**src/rtl/m_ext_pkg.sv**
```systemverilog
// Shared M-extension definitions for the iterative divider.
// Holds the divide opcode and FSM state encodings and the divider constants.
package m_ext_pkg;

  localparam int unsigned DIV_STEPS        = 32;
  localparam logic [31:0] DIV_OVF_DIVIDEND = 32'h8000_0000;

  typedef enum logic [1:0] {
    OP_DIV  = 2'b00,
    OP_DIVU = 2'b01,
    OP_REM  = 2'b10,
    OP_REMU = 2'b11
  } div_op_e;

  typedef enum logic [2:0] {
    IDLE = 3'd0,
    PREP = 3'd1,
    ITER = 3'd2,
    FIX  = 3'd3,
    DONE = 3'd4
  } div_state_e;

endpackage

```
**src/rtl/div_restore_step.sv**
```systemverilog
// One radix-2 restoring division step (combinational).
// Ports: rem/quo = current partial remainder and quotient shift register,
//        divisor = unsigned divisor, rem_next/quo_next = values after the step.
module div_restore_step #(
  parameter int unsigned W = 32
) (
  input  logic [W-1:0] rem,
  input  logic [W-1:0] quo,
  input  logic [W-1:0] divisor,
  output logic [W-1:0] rem_next,
  output logic [W-1:0] quo_next
);

  logic [W:0] rem_sh;
  logic [W:0] trial;

  // Shift {rem, quo} left by one and try subtracting the divisor (W+1 bits wide).
  always_comb begin
    rem_sh = {rem, quo[W-1]};
    trial  = rem_sh - {1'b0, divisor};
    if (!trial[W]) begin
      rem_next = trial[W-1:0];
      quo_next = {quo[W-2:0], 1'b1};
    end else begin
      rem_next = rem_sh[W-1:0];
      quo_next = {quo[W-2:0], 1'b0};
    end
  end

endmodule

```
**src/rtl/divider_iterative.sv**
```systemverilog
// Multi-cycle RV32M divide/remainder unit (DIV, DIVU, REM, REMU).
// Ports: clk, rst (async active-low), startE/div_opcode/operand1/operand2 request,
//        kill abort, result_divide/done result handshake, busy status.
// Optional: define DIV_EARLY_OUT_EN to short-cut divide-by-zero and signed
// overflow straight from PREP to FIX (3-edge latency instead of 35).
module divider_iterative
  import m_ext_pkg::*;
#(
  parameter int unsigned XLEN = 32
) (
  input  logic            clk,
  input  logic            rst,
  input  logic            startE,
  input  logic [1:0]      div_opcode,
  input  logic [XLEN-1:0] operand1,
  input  logic [XLEN-1:0] operand2,
  input  logic            kill,
  output logic [XLEN-1:0] result_divide,
  output logic            done,
  output logic            busy
);

  localparam int unsigned CNT_W = 5;

  div_state_e      state_q, state_d;
  div_op_e         op_q, op_d;
  logic [XLEN-1:0] op1_q, op1_d;
  logic [XLEN-1:0] op2_q, op2_d;
  logic [XLEN-1:0] rem_q, rem_d;
  logic [XLEN-1:0] quo_q, quo_d;
  logic [XLEN-1:0] res_fix_q, res_fix_d;
  logic [XLEN-1:0] result_d;
  logic [CNT_W-1:0] cnt_q, cnt_d;
  logic            neg_q_q, neg_q_d;
  logic            neg_r_q, neg_r_d;
  logic            fix_ph_q, fix_ph_d;
  logic            done_d, busy_d;

  logic            is_signed, sign1, sign2;
  logic [XLEN-1:0] abs1, abs2, q_fin, r_fin;
  logic [XLEN-1:0] step_rem, step_quo;

  div_restore_step #(.W(XLEN)) u_step (
    .rem      (rem_q),
    .quo      (quo_q),
    .divisor  (op2_q),
    .rem_next (step_rem),
    .quo_next (step_quo)
  );

  // State register plus all registered datapath and outputs.
  always_ff @(posedge clk or negedge rst) begin
    if (!rst) begin
      state_q       <= IDLE;
      op_q          <= OP_DIV;
      op1_q         <= '0;
      op2_q         <= '0;
      rem_q         <= '0;
      quo_q         <= '0;
      res_fix_q     <= '0;
      cnt_q         <= '0;
      neg_q_q       <= 1'b0;
      neg_r_q       <= 1'b0;
      fix_ph_q      <= 1'b0;
      result_divide <= '0;
      done          <= 1'b0;
      busy          <= 1'b0;
    end else begin
      state_q       <= state_d;
      op_q          <= op_d;
      op1_q         <= op1_d;
      op2_q         <= op2_d;
      rem_q         <= rem_d;
      quo_q         <= quo_d;
      res_fix_q     <= res_fix_d;
      cnt_q         <= cnt_d;
      neg_q_q       <= neg_q_d;
      neg_r_q       <= neg_r_d;
      fix_ph_q      <= fix_ph_d;
      result_divide <= result_d;
      done          <= done_d;
      busy          <= busy_d;
    end
  end

  // Next-state and next-datapath logic.
  always_comb begin
    state_d   = state_q;
    op_d      = op_q;
    op1_d     = op1_q;
    op2_d     = op2_q;
    rem_d     = rem_q;
    quo_d     = quo_q;
    res_fix_d = res_fix_q;
    cnt_d     = cnt_q;
    neg_q_d   = neg_q_q;
    neg_r_d   = neg_r_q;
    fix_ph_d  = fix_ph_q;
    result_d  = result_divide;
    done_d    = 1'b0;

    is_signed = (op_q == OP_DIV) || (op_q == OP_REM);
    sign1     = is_signed && op1_q[XLEN-1];
    sign2     = is_signed && op2_q[XLEN-1];
    abs1      = sign1 ? -op1_q : op1_q;
    abs2      = sign2 ? -op2_q : op2_q;
    q_fin     = neg_q_q ? -quo_q : quo_q;
    r_fin     = neg_r_q ? -rem_q : rem_q;

    case (state_q)
      IDLE, DONE: begin
        if (startE && !kill) begin
          state_d = PREP;
          op_d    = div_op_e'(div_opcode);
          op1_d   = operand1;
          op2_d   = operand2;
        end else begin
          state_d = IDLE;
        end
      end
      PREP: begin
        rem_d    = '0;
        quo_d    = abs1;
        op2_d    = abs2;
        // A zero divisor yields all-ones regardless of sign, so never negate it.
        neg_q_d  = (sign1 ^ sign2) && (op2_q != '0);
        neg_r_d  = sign1;
        cnt_d    = '0;
        fix_ph_d = 1'b0;
        state_d  = ITER;
`ifdef DIV_EARLY_OUT_EN
        if (op2_q == '0) begin
          quo_d   = '1;
          rem_d   = op1_q;
          neg_q_d = 1'b0;
          neg_r_d = 1'b0;
          state_d = FIX;
        end else if (is_signed && (op1_q == DIV_OVF_DIVIDEND) && (op2_q == '1)) begin
          quo_d   = DIV_OVF_DIVIDEND;
          rem_d   = '0;
          neg_q_d = 1'b0;
          neg_r_d = 1'b0;
          state_d = FIX;
        end
`endif
      end
      ITER: begin
        rem_d = step_rem;
        quo_d = step_quo;
        cnt_d = CNT_W'(cnt_q + 1'b1);
        if (cnt_q == CNT_W'(DIV_STEPS - 1)) begin
          state_d = FIX;
        end
      end
      FIX: begin
        // Phase 0 applies sign correction; phase 1 publishes with done so a
        // kill during FIX leaves result_divide untouched.
        if (!fix_ph_q) begin
          res_fix_d = ((op_q == OP_DIV) || (op_q == OP_DIVU)) ? q_fin : r_fin;
          fix_ph_d  = 1'b1;
        end else begin
          result_d = res_fix_q;
          done_d   = 1'b1;
          fix_ph_d = 1'b0;
          state_d  = DONE;
        end
      end
      default: state_d = IDLE;
    endcase

    // Flush aborts any in-flight or completing operation.
    if (kill && (state_q != IDLE)) begin
      state_d  = IDLE;
      result_d = result_divide;
      done_d   = 1'b0;
      fix_ph_d = 1'b0;
    end

    busy_d = (state_d != IDLE);
  end

endmodule
```
**config.mk**
```make
export PLATFORM = sky130hd
export DESIGN_NAME = divider_iterative
export DESIGN_NICKNAME = d
export VERILOG_FILES = /design/src/rtl/m_ext_pkg.sv /design/src/rtl/div_restore_step.sv /design/src/rtl/divider_iterative.sv
export SDC_FILE = /design/constraint.sdc
export NUM_CORES = 1
export LEC_CHECK = 0
export BUFFER_PORTS_ARGS = -buffer_cell sky130_fd_sc_hd__buf_2
export CAP_MARGIN = 20
export CORE_ASPECT_RATIO = 0.75
export CORE_MARGIN = 1
export CORE_UTILIZATION = 25
export CTS_BUF_LIST = sky130_fd_sc_hd__clkbuf_4
export CTS_CLUSTER_DIAMETER = 150
export DETAILED_ROUTE_END_ITERATION = 16
export GPL_TIMING_DRIVEN = 1
export PLACE_DENSITY = 0.42
export SYNTH_ARGS = -nofsm -noshare
export SYNTH_HDL_FRONTEND = slang
export SYNTH_SLANG_ARGS = --single-unit
```
**constraint.sdc**
```tcl
create_clock -name clk -period 2.9 [get_ports clk]
set_input_delay 0.87 -clock clk [delete_from_list [all_inputs] [get_ports clk]]
set_output_delay 0.87 -clock clk [all_outputs]
set_load 0.01 [all_outputs]
```
# After elaboration in Yosys (flattened, before gate mapping)
# Index checks and enable logic that the tools add are counted.
# totals
regBits	207
inputBits	70
output_inout_bits	34
elab_cells	76
# op_classes
addsub	6
eq_ne	9
mux	23
bitwise_logic	3
n_reduce_logical	21
# ops
operator	n
2-to-1 mux 32 bit	7
case mux 32 bit (2 select lines)	3
negation 32 bit	4
subtractor 33 x 32 -> 33 bit	1
nonzero test 32 bit	1
case mux 3 bit (4 select lines)	1
case mux 5 bit (2 select lines)	1
2-to-1 mux 3 bit	3
nonzero test 3 bit	3
2-to-1 mux 1 bit	7
== test 3 x 2 -> 1 bit (second input constant)	2
AND reduction 3 bit	2
adder 5 x 1 -> 5 bit (second input constant)	1
== test 5 bit (second input constant)	1
logical AND 1 bit	5
inequality test 2 bit (second input constant)	2
AND reduction 2 bit	2
nonzero test 2 bit	2
== test 3 x 1 -> 1 bit (second input constant)	1
== test 3 bit (second input constant)	1
logical NOT 3 bit	1
== test 2 x 1 -> 1 bit (second input constant)	1
== test 2 bit (second input constant)	1
logical NOT 2 bit	1
other kinds (6)	8

# Depth between registers and ports, before layout
# Gate-level depths: netlist of the first run.
# logic_depth
ltp_word	6
mapped_depth	14

# Modules after synthesis
# A second synthesis of the first run with hierarchy kept.
# hier_totals
cells_unflattened	1531
area_unflattened_um2	13487.9
# modules_own_cells
module	instances	cells_per_inst	area_per_inst_um2	seq_area_each_um2
divider_iterative	1	1189	10999.3	5180.0
div_restore_step	1	342	2488.6	0.0

# Least setup slack after synthesis of the first run
# Ideal clock, no wire load.
# synth_path
kind	flip-flop to flip-flop
startpoint	reg quo_q[31]
endpoint	reg rem_q[28]
setup_time_ps	126
t_arrival_ps	2901
setup_slack_ps	-127
stages_incl_launch_ff	14
n_path_buf	1
cell_sequence	dfrtp_1 inv_1 ha_1 fa_1 nor2b_1 o21a_1 o21ba_2 o21a_1 o21ai_0 and3_1 clkbuf_1 nor3_4 mux2_2 a221o_1
# synth_between
elab_chain_len	3
# synth_rtl
element	line	rtl
start, declared	divider_iterative.sv:30	logic [XLEN-1:0] quo_q, quo_d;
start signal, assigned	divider_iterative.sv:74	quo_q <= quo_d;
subtractor 33 x 32 -> 33 bit	div_restore_step.sv:20	trial = rem_sh - {1'b0, divisor};
2-to-1 mux 32 bit	div_restore_step.sv:21	if (!trial[W]) begin
case mux 32 bit (2 select lines)	divider_iterative.sv:110	case (state_q)
end signal, assigned	divider_iterative.sv:73	rem_q <= rem_d;
end, declared	divider_iterative.sv:29	logic [XLEN-1:0] rem_q, rem_d;
# No other way between the ends.
# A chain may end at the register's enable or synchronous reset.

# Worst setup path in the final report of the first run
# layout_path
startpoint	reg rem_q[6]
endpoint	reg res_fix_q[20]
# layout_between
elab_chain_len	3
# layout_rtl
element	line	rtl
negation 32 bit	divider_iterative.sv:108	r_fin = neg_r_q ? -rem_q : rem_q;
2-to-1 mux 32 bit	divider_iterative.sv:108	
2-to-1 mux 32 bit	divider_iterative.sv:159	res_fix_d = ((op_q == OP_DIV) || (op_q == OP_DIVU)) ? q_fin : r_fin;
end signal, assigned	divider_iterative.sv:75	res_fix_q <= res_fix_d;
end, declared	divider_iterative.sv:31	logic [XLEN-1:0] res_fix_q, res_fix_d;
# No other way between the ends.

==> results of run 1 <==
==> worst paths after layout <==
path,start,end,slack [ps],depth (start not counted)
hold / removal,operand1[26],op1_q[26]$_DFFE_PN0P_,300,3
setup / recovery,rem_q[6]$_DFFE_PN0P_,res_fix_q[20]$_DFFE_PN0P_,60,8
hold reg to reg,res_fix_q[8]$_DFFE_PN0P_,res_fix_q[8]$_DFFE_PN0P_,480,2
min in group asynchronous,rst,op1_q[9]$_DFFE_PN0P_,570,2
setup reg to reg,rem_q[6]$_DFFE_PN0P_,res_fix_q[20]$_DFFE_PN0P_,60,8
max in group asynchronous,rst,op2_q[21]$_DFFE_PN0P_,1470,3
==> registers in the layout, summed over array words and instances (netlist names), 2 cells and up <==
register	count
cnt_q	5
op1_q	32
op2_q	32
op_q	2
quo_q	32
rem_q	32
res_fix_q	32
result_divide	32
state_q	3
==> power by group through the flow <==
stage | Combinational (W) | Clock [W] | Sequential (W)
floorplan | 0.00419 | 0 | 0.00440
global route | 0.00781 | 0.00348 | 0.00488
finish | 0.00702 | 0.00319 | 0.00474
detailed placement | 0.00658 | 0 | 0.00475
global placement | 0.00654 | 0 | 0.00473
CTS | 0.00672 | 0.00333 | 0.00470
==> worst reg2reg max path: stages, from the launching register on <==
cell                      delay [ps]
sky130_fd_sc_hd__dfrtp_1         420
sky130_fd_sc_hd__buf_4           180
sky130_fd_sc_hd__or4_4           580
sky130_fd_sc_hd__or4_1           490
sky130_fd_sc_hd__or3_4           390
sky130_fd_sc_hd__o31ai_2         220
sky130_fd_sc_hd__xnor2_1         140
sky130_fd_sc_hd__a21oi_1         210
sky130_fd_sc_hd__o21ai_0         100
==> Yosys cell counts, types with 33 or more instances <==
master,instances
sky130_fd_sc_hd__dfrtp_1,207
sky130_fd_sc_hd__o21ai_0,180
sky130_fd_sc_hd__nand2_1,149
sky130_fd_sc_hd__a21oi_1,88
sky130_fd_sc_hd__clkbuf_1,77
sky130_fd_sc_hd__nor2_1,73
sky130_fd_sc_hd__xnor2_1,65
sky130_fd_sc_hd__mux2_2,61
sky130_fd_sc_hd__inv_1,50
sky130_fd_sc_hd__xor2_1,45
sky130_fd_sc_hd__a22oi_1,43
sky130_fd_sc_hd__nor3_1,41
sky130_fd_sc_hd__ha_1,38
sky130_fd_sc_hd__mux2i_1,33
==> metrics by stage <==
stage	hold WS [ps]	util	TNS (ps)
finish	301	0.330	0
global placement	465	0.300	-1320
global route	248	0.330	-268
detailed placement	471	0.300	-2290
CTS	190	0.321	-7.71
floorplan	444	-	0
==> layout by cell type (no fill, tap or decap), types with 12 or more instances in the layout <==
master,synthesis,routed
sky130_fd_sc_hd__nand3_1,28,26
sky130_fd_sc_hd__ha_1,38,30
sky130_fd_sc_hd__dfrtp_1,207,205
sky130_fd_sc_hd__nand2_1,149,147
sky130_fd_sc_hd__nand4_1,12,12
sky130_fd_sc_hd__a22oi_1,43,43
sky130_fd_sc_hd__mux2i_1,33,33
sky130_fd_sc_hd__buf_2,4,102
sky130_fd_sc_hd__xnor2_1,65,65
sky130_fd_sc_hd__xor2_1,45,45
sky130_fd_sc_hd__a31oi_1,13,12
sky130_fd_sc_hd__buf_4,3,149
sky130_fd_sc_hd__o21ai_1,1,16
sky130_fd_sc_hd__a21oi_1,88,79
sky130_fd_sc_hd__inv_1,50,42
sky130_fd_sc_hd__nor3_1,41,35
sky130_fd_sc_hd__a21o_1,23,23
sky130_fd_sc_hd__o22ai_1,18,17
sky130_fd_sc_hd__mux2_2,61,60
sky130_fd_sc_hd__o21ai_0,180,161
sky130_fd_sc_hd__nor2_1,73,72
sky130_fd_sc_hd__clkinv_1,0,13
sky130_fd_sc_hd__o31ai_1,27,21
sky130_fd_sc_hd__clkbuf_4,0,89
==> per-layer routing <==
metal  global-route usage  vias to the layer above  routed length, um  part of all wire
met2                0.240                      244              18000              0.42
met4               0.0639                        0               1170             0.027
li1                     -                     5743                  -                 -
met5                    0                        -                  0                 0
met1                0.240                     5707              21800              0.51
met3               0.0290                       83               1810             0.042
==> kinds of logic after synthesis <==
kind of cell / share of synthesized area
flops: 0.404
simple gates: 0.149
fa+ha+maj: 0.0386
mux: 0.0793
xor+xnor: 0.0751
compound gates: 0.212
buf+inv: 0.0417
==> what timing repair did <==
item | in CTS | in global routing
buffers inserted | 4 | 6
gates resized for setup | 18 | 78
endpoints found under the setup margin | 35 | 52
pin swaps | 5 | 20
endpoints found under the hold margin | 35 | 0
hold buffers | 1 | 0
cloned | 2 | 3
==> final cells by class <==
class                      instances  area share
antenna                            1    0.000151
tap                              657      0.0495
clock inverter                    20      0.0115
timing repair buffer             268       0.119
sequential                       207       0.312
inverter                          50      0.0113
clock buffer                      89      0.0403
multi-input combinational       1087       0.456
==> impl_metrics.json, run 1 <==
{
  "outcome": "finished, final reports clean",
  "cp_data_required_time_ps": 3530,
  "floorplan.core_area_sq_um": 50400,
  "worst_clock_skew_ps": 53.5,
  "worst_setup_hold_path_clk_slew_ps": 70,
  "power_report.internal_total_w": 0.00861,
  "synth-edff-count": 0,
  "maxSlewHeadroom": 0.456,
  "path_class": "reg2reg",
  "postPlaceCellArea_sq_um": 15100,
  "drt-vias-per-instance": 4.95,
  "distinct_cell_type_count_of_the_synthesized_netlist": 63,
  "path_delay_family": "simple AND/OR/NAND/NOR gates",
  "portbufs": 103,
  "vias": 11800,
  "dp.final_hpwl_mm": 31.5,
  "post_layout_min_period_ps": 2840,
  "finish.net_count": 1789,
  "postSynthAreaPerCell_sq_um": 8.96,
  "rows": 71,
  "ys_top_cells_by_area": "sky130_fd_sc_hd__dfrtp_1 (40%), sky130_fd_sc_hd__o21ai_0 (7.0%), sky130_fd_sc_hd__mux2_2 (5.4%), sky130_fd_sc_hd__xnor2_1 (4.4%), sky130_fd_sc_hd__nand2_1 (4.4%)",
  "power_leakage_nw": 7.44,
  "instances_no_fill": 2379,
  "maxClockFrequency_ghz": 0.352,
  "tightestPinTransition_ps": 816,
  "die_area_sq_um": 52200,
  "cellPowerDensity_nw_per_um2": 901,
  "drt-initial-drc-count": 668,
  "post-synth-top-area-fraction": 0.404,
  "setup_slack_ps": 57.6,
  "remaining_drc_errors": 0,
  "grt_pass1_vias": 11600,
  "cp_slowest_cell": "sky130_fd_sc_hd__or4_4",
  "grt_setup_unrepaired": "true",
  "multi_input_area_sq_um": 7570,
  "synth_register_bits": 207,
  "comb_power_share": 0.470,
  "crit_chain": "buf_4 > or4_4 > or4_1 > or3_4 > o31ai_2 > xnor2_1 > a21oi_1 > o21ai_0",
  "p_seq_frac": 0.317,
  "p_sw_frac": 0.424,
  "area_delta_synth_final_pct": 29.4,
  "grt_pass1_wl_mm": 67.2,
  "worst_path_largest_cell_delay_ps": 580,
  "place_inst": 2254,
  "grt_overflow": 0,
  "clockBufferDepth": 3,
  "timing.critical_path.buf_inv": 1,
  "synth_seq_area_share": 0.404,
  "synthDominantAreaCellType": "sky130_fd_sc_hd__dfrtp_1",
  "crit_path_max_fo": 6,
  "clk_latency_worst_skew_pair_ps": 770,
  "report.final.slew_viol_count": 0,
  "ys.flop_type": "sky130_fd_sc_hd__dfrtp_1",
  "holdCritPathClass": "in2reg",
  "htree_num_levels": 3,
  "seq_area_sq_um": 5180,
  "postSynthNetCount": 1541,
  "asyncSetResetFlopFracSynth": 1.00,
  "ioPinCount": 104,
  "finish.instance_area_sq_um": 16600,
  "grt_start_max_net_pins": 75,
  "cts_buffers": 66,
  "filler_cell_count": 5258,
  "clockRootBuffer": "sky130_fd_sc_hd__clkbuf_4",
  "cts.sink_count": 207,
  "total_power_w": 0.0150,
  "cts_tree": "yes",
  "detailedRoute.firstPassIterationCount": 6,
  "pre_cts_ws_ps": -397,
  "start_util": 0.255,
  "yosys_warnings": 0,
  "setup_violations": 0,
  "post_route_cells_drive_above_1_share": 0.298,
  "die_h_um": 198,
  "timing.max_cap.violations": 0,
  "route.antenna.remaining_nets": 0,
  "vdd_drop_max_uv": 407,
  "power.net_switching_w": 0.00634,
  "netlist_area_sq_um": 12800,
  "synth_cells": 1432,
  "clock_power_share": 0.213,
  "placer_s_final_routability_congestion_estimate": 0.859,
  "worst-endpoint-arrival_ps": 3470,
  "grtUsageTotal": 0.165,
  "final.period_utilization": 0.980,
  "crit_path_start_kind": "flop",
  "routed_wirelength_mm": 42.8,
  "type_of_element_capturing_the_critical_path": "flop",
  "die_width_um": 264,
  "timing.final.hold_violations": 0,
  "antenna_violations_before_repair": 4,
  "wl_per_cell_um": 18.0
}
No activity file was read; power rests on OpenSTA's default activity.
==> run 2, diff against run 1 <==
--- a/config.mk
+++ b/config.mk
@@ -9,12 +9,13 @@
 export CAP_MARGIN = 20
 export CORE_ASPECT_RATIO = 0.75
 export CORE_MARGIN = 1
-export CORE_UTILIZATION = 25
+export CORE_UTILIZATION = 55
 export CTS_BUF_LIST = sky130_fd_sc_hd__clkbuf_4
 export CTS_CLUSTER_DIAMETER = 150
 export DETAILED_ROUTE_END_ITERATION = 16
 export GPL_TIMING_DRIVEN = 1
-export PLACE_DENSITY = 0.42
+export PLACE_DENSITY = 0.78
+export RECOVER_POWER = 100
 export SYNTH_ARGS = -nofsm -noshare
 export SYNTH_HDL_FRONTEND = slang
 export SYNTH_SLANG_ARGS = --single-unit
==> run 2 against run 1 <==
The flow now finishes with violations (capacitance limit, slew limit); clock skew rose by 14 ps; die area fell by 54%; combinational power fell by 8.3%; critical path type unchanged; critical endpoint is now res_fix_q[31]$_DFFE_PN0P_; largest power group unchanged; highest routed layer unchanged.
==> impl_metrics.json, run 2 (synthesized netlist as in run 1, its figures left out) <==
{
  "cp_data_required_time_ps": 3370,
  "hold_ws_ps": 423,
  "route.antenna.remaining_nets": 0,
  "drt-initial-drc-count": 1335,
  "outcome": "complete, but fails checks",
  "holdCritPathClass": "in2reg",
  "grt_overflow": 0,
  "dp.final_hpwl_mm": 26.3,
  "maxSlewHeadroom": -0.0678,
  "filler_cell_count": 1805,
  "clockRootBuffer": "sky130_fd_sc_hd__clkbuf_4",
  "tightestPinTransition_ps": 1600,
  "power.net_switching_w": 0.00577,
  "floorplan.core_area_sq_um": 22500,
  "portbufs": 103,
  "die_width_um": 178,
  "drt-vias-per-instance": 6.11,
  "maxClockFrequency_ghz": 0.346,
  "type_of_element_capturing_the_critical_path": "flop",
  "rows": 47,
  "worstHoldEndpoint": "op1_q[31]$_DFFE_PN0P_",
  "comb_power_share": 0.481,
  "vdd_drop_max_uv": 434,
  "htree_num_levels": 2,
  "grt_setup_unrepaired": "true",
  "clock_power_share": 0.163,
  "final.setup.tns_ps": 0,
  "wl_per_cell_um": 18.3,
  "die_area_sq_um": 23900,
  "remaining_drc_errors": 0,
  "clk_latency_worst_skew_pair_ps": 690,
  "worst_setup_hold_path_clk_slew_ps": 60,
  "layout.cells.most_common": "sky130_fd_sc_hd__dfrtp_1",
  "cts.sink_count": 207,
  "critical_path.reg2reg.endpoint": "res_fix_q[31]$_DFFE_PN0P_",
  "grt_start_max_net_pins": 77,
  "placer_s_final_routability_congestion_estimate": 0.931,
  "crit_path_start_kind": "flop",
  "p_seq_frac": 0.356,
  "timing.final.hold_violations": 0,
  "grt_pass1_vias": 11000,
  "critPathLaunch": "quo_q[9]$_DFFE_PN0P_",
  "start_util": 0.571,
  "failed_checks": "capacitance limit, slew limit",
  "cellPowerDensity_nw_per_um2": 886,
  "setup_violations": 0,
  "die_h_um": 134,
  "worst-endpoint-arrival_ps": 3360,
  "r2r_slack_ps": 9,
  "detailedRoute.firstPassIterationCount": 6,
  "timing.reg2reg.worst_path_depth": 9,
  "grt_pass1_wl_mm": 57.0,
  "clockBufferDepth": 3,
  "finish.net_count": 1748,
  "antenna_violations_before_repair": 1,
  "worst_hold_path.num_cells": 2,
  "most-common-layout-cells": "sky130_fd_sc_hd__dfrtp_1 (207), sky130_fd_sc_hd__o21ai_0 (165), sky130_fd_sc_hd__nand2_1 (149), sky130_fd_sc_hd__buf_4 (113), sky130_fd_sc_hd__a21oi_1 (86)",
  "report.final.slew_viol_count": 58,
  "grtUsageTotal": 0.301,
  "vias": 11900,
  "routed_wirelength_mm": 35.7,
  "r2r_start": "quo_q[9]$_DFFE_PN0P_",
  "path_class": "reg2reg",
  "p_sw_frac": 0.431,
  "post_route_cells_drive_above_1_share": 0.228,
  "timing.max_cap.violations": 1,
  "crit_path_max_fo": 5,
  "cts_tree": "yes",
  "area_delta_synth_final_pct": 17.9,
  "post_layout_min_period_ps": 2890,
  "cts_buffers": 52,
  "ioPinCount": 104,
  "final.period_utilization": 0.997,
  "timing.hold.worst.start": "operand1[31]",
  "power_leakage_nw": 6.87,
  "power_report.internal_total_w": 0.00763,
  "postCtsHoldBufs": 0,
  "worst_clock_skew_ps": 67.8
}
run 2: changes by cell type in the layout (fill, tap and decap cells not counted), sizes merged:
| cell | change |
|---|---|
| inv | -1 |
| clkinvlp | +1 |
| clkbuf | +27 |
| dlygate4sd3 | -1 |
| clkinv | -8 |
| buf | -76 |
| bufinv | -4 |
run 2: worst max path at each step:
stage / endpoint / slack (ps)
final: res_fix_q[31]$_DFFE_PN0P_ / 9
after floorplan: rem_q[28]$_DFFE_PN0P_ / 20
after CTS: rem_q[28]$_DFFE_PN0P_ / 6
after global routing: res_fix_q[23]$_DFFE_PN0P_ / -110
after detailed placement: rem_q[28]$_DFFE_PN0P_ / -90
after global placement: rem_q[28]$_DFFE_PN0P_ / 10
run 2: what timing repair did:
action	CTS	global route
setup buffers	3	1
cloned	1	0
resized for setup	6	51
pin swaps	2	10
endpoints found under the setup margin	28	53
run 2: cell type report:
cell class | count | area (sq um) | area share
Antenna cell | 1 | 2.50 | 0.000165
Multi-Input combinational cell | 1087 | 7340 | 0.485
Tap cell | 294 | 368 | 0.0243
Clock buffer | 66 | 495 | 0.0328
Inverter | 50 | 188 | 0.0124
Clock inverter | 8 | 41.3 | 0.00273
Timing Repair Buffer | 241 | 1510 | 0.0999
Sequential cell | 207 | 5180 | 0.342
run 2: metrics by stage:
step	setup slack (ps)	instance area, sq um	cells	utilization	total power (W)
global placement	12.0	14500	1873	0.644	0.0107
floorplan	24.2	12800	1432	-	0.00859
global route	-109	15100	1954	0.673	0.0143
CTS	5.80	15100	1951	0.671	0.0131
detailed placement	-92.2	14500	1873	0.644	0.0109
finish	8.58	15100	1954	0.673	0.0134
run 2: routing by layer:
metal | up-vias | share of wire | track usage
met5 | - | 0 | 0
met4 | 0 | 0.013 | 0.0650
met3 | 46 | 0.098 | 0.0660
met2 | 581 | 0.43 | 0.430
met1 | 5701 | 0.46 | 0.464
li1 | 5615 | - | -
run 2: power groups by stage:
stage	sequential (W)	clock [W]	combinational, W
4_1_cts	0.00469	0.00223	0.00621
2_1_floorplan	0.00440	0	0.00419
5_1_grt	0.00488	0.00238	0.00709
3_5_place_dp	0.00474	0	0.00614
6_report	0.00476	0.00219	0.00644
3_3_place_gp	0.00470	0	0.00599
run 2: worst max-delay path, stage by stage, from the launching register on:
cell                      delay (ps)
sky130_fd_sc_hd__dfrtp_1         380
sky130_fd_sc_hd__or4_4           530
sky130_fd_sc_hd__or2_0           270
sky130_fd_sc_hd__or3_4           420
sky130_fd_sc_hd__or3_4           420
sky130_fd_sc_hd__o41ai_4         280
sky130_fd_sc_hd__xnor2_1         170
sky130_fd_sc_hd__nor2_1           60
sky130_fd_sc_hd__a21oi_1         120
sky130_fd_sc_hd__o21ai_1          70
